**config.mk**
```make
export PLATFORM = sky130hd
export DESIGN_NAME = div_ctrl
export DESIGN_NICKNAME = d
export VERILOG_FILES = /design/src/rtl/div_ctrl_pkg.sv /design/src/rtl/div_ctrl.sv
export SDC_FILE = /design/constraint.sdc
export NUM_CORES = 1
export LEC_CHECK = 0
export ABC_AREA = 1
export BUFFER_PORTS_ARGS = -buffer_cell sky130_fd_sc_hd__buf_2
export CELL_PAD_IN_SITES_DETAIL_PLACEMENT = 1
export CELL_PAD_IN_SITES_GLOBAL_PLACEMENT = 2
export CORE_MARGIN = 5
export CORE_UTILIZATION = 25
export CTS_BUF_LIST = sky130_fd_sc_hd__clkbuf_4 sky130_fd_sc_hd__clkbuf_8 sky130_fd_sc_hd__clkbuf_16
export DETAILED_ROUTE_END_ITERATION = 8
export PLACE_DENSITY_LB_ADDON = 0.1
export RECOVER_POWER = 100
export SYNTH_ARGS = -nofsm -noshare
export SYNTH_HDL_FRONTEND = slang
export SYNTH_SLANG_ARGS = --single-unit
```
**constraint.sdc**
```tcl
create_clock -name clk -period 2.4 [get_ports clk]
set_input_delay 0.24 -clock clk [delete_from_list [all_inputs] [get_ports clk]]
set_output_delay 0.24 -clock clk [all_outputs]
set_load 0.02 [all_outputs]
```
**src/rtl/div_ctrl_pkg.sv**
```systemverilog
// div_ctrl_pkg: shared constants and types for the divide controller.
//   - div_state_e : FSM state encoding (IDLE, SEND, WAIT, DONE, DRAIN)
//   - WordW/DataW : 32-bit operand word and 64-bit divider channel widths
//   - field offsets for {dividend, divisor} and {quotient, remainder}
package div_ctrl_pkg;

    localparam int unsigned WordW = 32;
    localparam int unsigned DataW = 64;

    // Operand channel packing: {dividend, divisor}
    localparam int unsigned DividendLsb = 32;
    localparam int unsigned DivisorLsb  = 0;

    // Result channel packing: {quotient, remainder}
    localparam int unsigned QuoLsb = 32;
    localparam int unsigned RemLsb = 0;

    typedef enum logic [2:0] {
        StIdle  = 3'd0,
        StSend  = 3'd1,
        StWait  = 3'd2,
        StDone  = 3'd3,
        StDrain = 3'd4
    } div_state_e;

    function automatic logic [WordW-1:0] quotient_of(input logic [DataW-1:0] res);
        return res[QuoLsb +: WordW];
    endfunction

    function automatic logic [WordW-1:0] remainder_of(input logic [DataW-1:0] res);
        return res[RemLsb +: WordW];
    endfunction

endpackage

```
**src/rtl/div_ctrl.sv**
```systemverilog
// div_ctrl: sequences one divide instruction from the EXE stage through an external
// valid/ready divider and commits {quotient, remainder} to LO/HI exactly once.
//
// Ports:
//   clk, resetn                 clock, synchronous active-low reset
//   req_valid/req_signed        EXE holds a div (signed=1) or divu (signed=0)
//   req_dividend/req_divisor    rs / rt operand values
//   req_ack                     EXE advances; releases DONE
//   flush                       exception/eret cancels the EXE instruction
//   req_done                    result committed (es_ready_go for divides)
//   busy                        controller is not idle
//   div_s_valid/ready/signed/data  operand channel, data = {dividend, divisor}
//   div_m_valid/data            result channel, data = {quotient, remainder}
//   hi_we/lo_we/hi_wdata/lo_wdata  HI/LO write port (HI=remainder, LO=quotient)
//
// Build option: DIV_ZERO_FAST_EN -- a zero divisor bypasses the divider and commits
// LO=32'hFFFFFFFF, HI=dividend straight from IDLE.
//
// All outputs are registered. A flushed instruction whose operands were already
// accepted by the divider parks in DRAIN until the orphan result returns, so it
// cannot be mistaken for the result of the next divide.
module div_ctrl
    import div_ctrl_pkg::*;
(
    input  logic             clk,
    input  logic             resetn,
    input  logic             req_valid,
    input  logic             req_signed,
    input  logic [WordW-1:0] req_dividend,
    input  logic [WordW-1:0] req_divisor,
    input  logic             req_ack,
    input  logic             flush,
    output logic             req_done,
    output logic             busy,
    output logic             div_s_valid,
    input  logic             div_s_ready,
    output logic             div_s_signed,
    output logic [DataW-1:0] div_s_data,
    input  logic             div_m_valid,
    input  logic [DataW-1:0] div_m_data,
    output logic             hi_we,
    output logic             lo_we,
    output logic [WordW-1:0] hi_wdata,
    output logic [WordW-1:0] lo_wdata
);

    div_state_e       state_q, state_d;
    logic [WordW-1:0] dividend_q, dividend_d;
    logic [WordW-1:0] divisor_q, divisor_d;
    logic             signed_q, signed_d;
    logic             s_valid_q, s_valid_d;
    logic             done_q, done_d;
    logic             busy_q, busy_d;
    logic             we_q, we_d;
    logic [WordW-1:0] hi_wdata_q, hi_wdata_d;
    logic [WordW-1:0] lo_wdata_q, lo_wdata_d;

    always_comb begin
        state_d    = state_q;
        dividend_d = dividend_q;
        divisor_d  = divisor_q;
        signed_d   = signed_q;
        hi_wdata_d = hi_wdata_q;
        lo_wdata_d = lo_wdata_q;
        we_d       = 1'b0;

        unique case (state_q)
            StIdle: begin
                if (req_valid && !flush) begin
                    dividend_d = req_dividend;
                    divisor_d  = req_divisor;
                    signed_d   = req_signed;
`ifdef DIV_ZERO_FAST_EN
                    if (req_divisor == '0) begin
                        state_d    = StDone;
                        we_d       = 1'b1;
                        lo_wdata_d = '1;
                        hi_wdata_d = req_dividend;
                    end else begin
                        state_d = StSend;
                    end
`else
                    state_d = StSend;
`endif
                end
            end
            StSend: begin
                // Once the divider has taken the operands a result is owed,
                // so a flush on the handshake cycle must still drain it.
                if (div_s_ready) begin
                    state_d = flush ? StDrain : StWait;
                end else if (flush) begin
                    state_d = StIdle;
                end
            end
            StWait: begin
                if (flush) begin
                    state_d = div_m_valid ? StIdle : StDrain;
                end else if (div_m_valid) begin
                    state_d    = StDone;
                    we_d       = 1'b1;
                    lo_wdata_d = quotient_of(div_m_data);
                    hi_wdata_d = remainder_of(div_m_data);
                end
            end
            StDone: begin
                if (req_ack || flush) begin
                    state_d = StIdle;
                end
            end
            StDrain: begin
                if (div_m_valid) begin
                    state_d = StIdle;
                end
            end
            default: state_d = StIdle;
        endcase

        s_valid_d = (state_d == StSend);
        done_d    = (state_d == StDone);
        busy_d    = (state_d != StIdle);
    end

    always_ff @(posedge clk) begin
        if (!resetn) begin
            state_q    <= StIdle;
            dividend_q <= '0;
            divisor_q  <= '0;
            signed_q   <= 1'b0;
            s_valid_q  <= 1'b0;
            done_q     <= 1'b0;
            busy_q     <= 1'b0;
            we_q       <= 1'b0;
            hi_wdata_q <= '0;
            lo_wdata_q <= '0;
        end else begin
            state_q    <= state_d;
            dividend_q <= dividend_d;
            divisor_q  <= divisor_d;
            signed_q   <= signed_d;
            s_valid_q  <= s_valid_d;
            done_q     <= done_d;
            busy_q     <= busy_d;
            we_q       <= we_d;
            hi_wdata_q <= hi_wdata_d;
            lo_wdata_q <= lo_wdata_d;
        end
    end

    assign req_done     = done_q;
    assign busy         = busy_q;
    assign div_s_valid  = s_valid_q;
    assign div_s_signed = signed_q;
    assign div_s_data   = {dividend_q, divisor_q};
    assign hi_we        = we_q;
    assign lo_we        = we_q;
    assign hi_wdata     = hi_wdata_q;
    assign lo_wdata     = lo_wdata_q;

endmodule

```
# ---- Yosys cells after proc, flatten, opt, wreduce, memory -nomap -nowiden
# Cells that the tools add are included.
dict set report op_classes {
  multipliers 0
  n_div 0
  n_reduce_logical 8
  add_sub_neg 0
  muxes 11
  bitwise_logic 3
  shift 0
  n_eq_ne 6
  order_cmp 0
}
# cell count
set op_table {}
lappend op_table {{two-way mux 3 bit} 9}
lappend op_table {{one-hot mux 3 bit (5 select lines)} 1}
lappend op_table {{equality test 3 x 2 -> 1 bit (second input constant)} 3}
lappend op_table {{equality test 3 x 1 -> 1 bit (second input constant)} 2}
lappend op_table {{equality test 3 bit (second input constant)} 1}
lappend op_table {{logical NOT 3 bit} 1}
lappend op_table {{inverter 1 bit} 3}
lappend op_table {{AND reduction 3 bit} 1}
lappend op_table {{nonzero test 3 bit} 1}
lappend op_table {{OR reduction 3 bit} 1}
lappend op_table {{AND reduction 2 bit} 1}
lappend op_table {{logical AND 1 bit} 1}
lappend op_table {{logical NOT 1 bit} 1}
lappend op_table {{logical OR 1 bit} 1}
lappend op_table {{two-way mux 1 bit} 1}
dict set report word_totals {
  mem_bits_rw 0
  ff_bits 136
  wordCells 38
  latchBits 0
  mem_bits_ro 0
  n_memories 0
  out_inout_bits 134
}

# ---- Depth between registers and ports, before layout
dict set report logic_depth {
  word_depth 5
  ltp_mapped 8
  ltp_nobuf 7
}

# ---- Worst setup path after synthesis
# Ideal clock, no wire load.
dict set report synth_path {
  kind {register to register}
  start {register state_q[1]}
  end {register signed_q, in the netlist div_s_signed}
  t_arrival_ns 1.101
  path_slack_ns 1.183
  stages_incl_launch_ff 9
  period_less_slack_ns 1.217
  setup_ns 0.116
  n_path_buf 2
  path_cell_list {dfxtp_1 -> nor2_2 -> nand2_1 -> nor2_4 -> inv_2 -> buf_6 -> buf_6 -> nor2_2 -> nor2_1}
}
dict set report synth_via {
  elab_chain_len 2
}
# item line_no
set synth_rtl {}
lappend synth_rtl {{start, declared} div_ctrl.sv:47} ;# div_state_e state_q, state_d;
lappend synth_rtl {{start signal, assigned} div_ctrl.sv:126} ;# state_q <= StIdle;
lappend synth_rtl {{start signal, assigned} div_ctrl.sv:137} ;# state_q <= state_d;
lappend synth_rtl {{logical NOT 3 bit} div_ctrl.sv:67} ;# unique case (state_q)
lappend synth_rtl {{AND reduction 2 bit (no source line)} -}
lappend synth_rtl {{end signal, assigned} div_ctrl.sv:140} ;# signed_q <= signed_d;
lappend synth_rtl {{end, declared} div_ctrl.sv:50} ;# logic signed_q, signed_d;
# Every way passes these cells.
# A chain may end at the register's enable or synchronous reset.

# ---- Worst setup path in the final report
dict set report layout_path {
  start {register state_q[2]}
  end {register s_valid_q, in the netlist div_s_valid}
}
dict set report layout_via {
  elab_chain_len 4
  elab_cells_between_ends 14
  cone_classes {eq/ne: 5; mux: 8; reduce/logical: 1}
}
# item line_no
set layout_rtl {}
lappend layout_rtl {{two-way mux 3 bit (on tied branches)} {div_ctrl.sv:99, div_ctrl.sv:92}}
lappend layout_rtl {{two-way mux 3 bit (on tied branches)} {div_ctrl.sv:97, div_ctrl.sv:90}}
lappend layout_rtl {{one-hot mux 3 bit (5 select lines) *} div_ctrl.sv:67}
lappend layout_rtl {{equality test 3 x 1 -> 1 bit *} div_ctrl.sv:119} ;# s_valid_d = (state_d == StSend);
lappend layout_rtl {{end signal, assigned} div_ctrl.sv:141} ;# s_valid_q <= s_valid_d;
lappend layout_rtl {{end, declared} div_ctrl.sv:51} ;# logic s_valid_q, s_valid_d;
# Every way passes the cells marked *; elsewhere a longest branch is shown, timed or not.

==> impl_metrics.py <==
metrics = {
    "run_status": {
        "outcome": "complete, no violations",
    },
    "hold_path": {
        "min_to": "dividend_q[19]",
        "min_from": "req_dividend[19]",
        "hold_class": "in2reg",
        "hold_depth": 3,
    },
    "worst_setup_path": {
        "max_stage_delay_ps": 610,
        "cp_cell_sequence": "inv_1 -> nand3_1 -> nor2_1 -> clkbuf_4 -> nor2_1 -> nand2_1 -> nand2_1 -> nor2_1",
        "cpMostUsedCell": "nor2_1",
        "critPathRequiredTime_ps": 2750,
        "rr_startpoint": "state_q[2]",
        "endpoint_kind": "flip-flop",
        "crit_slowest_cell": "clkbuf_4",
        "r2r_cells": 8,
        "path_class": "reg2reg",
        "worstPathBufferInverterCount": 2,
        "crit_start": "state_q[2]",
        "path_max_fanout": 65,
        "rrSetupSlack_ps": 520,
        "r2r-end": "div_s_valid",
        "critical-path-top-delay-family": "buffers and inverters",
        "arrival_ps": 2230,
        "startpoint_type": "flip-flop",
    },
    "logic_synthesis": {
        "synth_area_um2": 4930,
        "syn_inst": 614,
        "ys_types": 20,
        "ys_seq_elements": 136,
        "yosysSeqAreaShare_pct": 55.2,
        "synth_warnings": 0,
        "syn_area_per_cell_um2": 8.03,
        "synth_nets": 750,
    },
    "cts": {
        "clockBufferDepth": 2,
        "clk_pin_slew_ps": 60,
        "cts-root-buf": "clkbuf_16",
        "postCtsHoldBufs": 0,
        "clkSinkCount": 136,
        "h-tree-depth": 4,
        "cts_setup_buffers": 0,
        "insertion_delay_ps": 410,
        "numCtsBuffers": 17,
        "cts_tree": "done",
        "cts_resized": 0,
    },
    "timing": {
        "slew_violations": 0,
        "finalSetupTns_ps": 0,
        "clock_skew_ps": 6.37,
        "setup_viol": 0,
        "timing.final.crit_share_pct": 78.2,
        "max_freq_mhz": 533,
        "hold_viol": 0,
        "post-route-min-period_ps": 1880,
        "tightest_slew_ps": 714,
        "max-slew-margin-rel_pct": 52.4,
        "rsz0062_at_grt": "no",
    },
    "floorplan": {
        "die-area_um2": 22600,
        "initial_core_util_pct": 25.3,
        "core-area_um2": 19500,
        "num_io_pins": 270,
        "die_w_um": 150,
        "num_rows": 51,
        "die_height_um": 150,
    },
    "pwr": {
        "p_per_area_nw_per_um2": 866,
        "power.total_uw": 5900,
        "peakVddDrop_mv": 0.455,
        "p_leak_uw": 0.00313,
    },
    "global_route": {
        "grt_pass1_vias": 5233,
        "grt-ovfl-total": 0,
        "grt_use_total_pct": 15.6,
        "antenna_found_initial": 4,
        "grt_pass1_wl_mm": 27.5,
        "grt_max_degree": 81,
    },
    "placed_design": {
        "numPortBuffers": 269,
        "gp_congestion": 0.737,
        "numPlacedInstances": 1110,
        "hpwl_mm": 12.7,
    },
    "layout": {
        "final_cells": 1143,
        "nets": 1000,
        "final_common_cell": "nor2_1",
        "final_layout_size_suffix_gt1_share_pct": 20.2,
        "most-common-layout-cells": "nor2_1, dfxtp_1, buf_2, clkbuf_1, o21ai_0",
        "syn_to_final_growth_pct": 38.1,
    },
    "detailed_routing": {
        "wl_per_cell_um": 15.7,
        "drt-total-wl_mm": 18.0,
        "vias_per_cell": 4.33,
        "initialDrtViolationCount": 176,
        "antenna_left": 0,
        "drc": 0,
        "first_pass_iters": 4,
        "num_vias": 4944,
    },
    "flow_run": {
        "cap_violations": 0,
    },
}
==> final cells by class <==
cell class / count / area (µm²)
clock buffer: 20 / 460
tap: 265 / 332
fill: 2464 / 12700
clock inverter: 12 / 220
timing repair buffer: 274 / 1240
sequential: 136 / 2720
antenna: 1 / 2.50
multi-input combinational: 424 / 1790
inverter: 11 / 41.3
==> Yosys cell counts <==
cell	n	area [µm²]
a21oi_1	1	5.00
a21oi_2	1	8.76
buf_1	1	3.75
buf_2	4	20.0
buf_4	1	7.51
buf_6	22	248
clkbuf_1	15	56.3
dfxtp_1	136	2720
inv_1	9	33.8
inv_2	2	7.51
nand2_1	11	41.3
nand3_1	5	25.0
nand3_2	1	10.0
nand3b_1	3	22.5
nand4_1	2	12.5
nor2_1	258	968
nor2_2	11	68.8
nor2_4	2	22.5
o21ai_0	97	485
o21ai_1	32	160
==> layer usage <==
metal,GRT usage (%),up-vias,part of all wire [%],wire [µm]
met3,7.19,22,9.3,1670
met2,26.6,165,48,8650
met1,17.1,2298,41,7310
met5,0,-,0.26,47
met4,5.22,6,1.6,292
li1,-,2453,-,-
==> worst reg2reg max path, delay by kind of cell (launching register included) <==
family / cells / cell delay [ps]
buffers and inverters: 2 / 770
AND/OR/NAND/NOR: 6 / 740
flip-flops: 1 / 320
==> flip-flops by register name, summed over array words and instances (netlist names) <==
name          count
dividend_q       32
divisor_q        32
hi_wdata         32
lo_wdata         32
state_q           3
busy              1
div_s_signed      1
div_s_valid       1
hi_we             1
req_done          1
==> cell families (layout without fill, tap and decap cells) <==
logic type	count (synthesis)	in the layout	synth area share (%)
DFF	136	136	55.2
AOI/OAI and AO/OA	131	131	13.4
other	0	1	0
and+or+nand+nor	293	293	23.8
buffers and inverters	54	317	7.64
==> report_power, final <==
part           leakage (µW)  total, µW  switching [µW]  internal, µW
registers           0.00111       2390            45.1          2340
clock network      0.000334       3020            1010          2020
logic               0.00169        481             317           165
==> worst max-delay path by stage <==
| stage | endpoint | slack (ps) | cells past startpoint |
|---|---|---|---|
| 6_report | div_s_valid | 520 | 8 |
| 5_1_grt | lo_wdata[15] | 310 | 6 |
| 4_1_cts | dividend_q[5] | 510 | 7 |
| 3_5_place_dp | dividend_q[30] | 530 | 7 |
| 3_3_place_gp | dividend_q[18] | 610 | 7 |
| 2_1_floorplan | div_s_signed | 1180 | 8 |
==> metrics by stage <==
stage	hold slack [ps]	worst slack [ps]	area, µm²	util, %
after floorplan	368	1180	4930	-
after global placement	459	609	6340	32.6
after detailed placement	469	535	6340	32.6
after CTS	24.6	515	7020	36.1
after global routing	26.9	311	6810	35.0
final	41.1	523	6810	35.0
No activity file was read; power rests on OpenSTA's default activity.
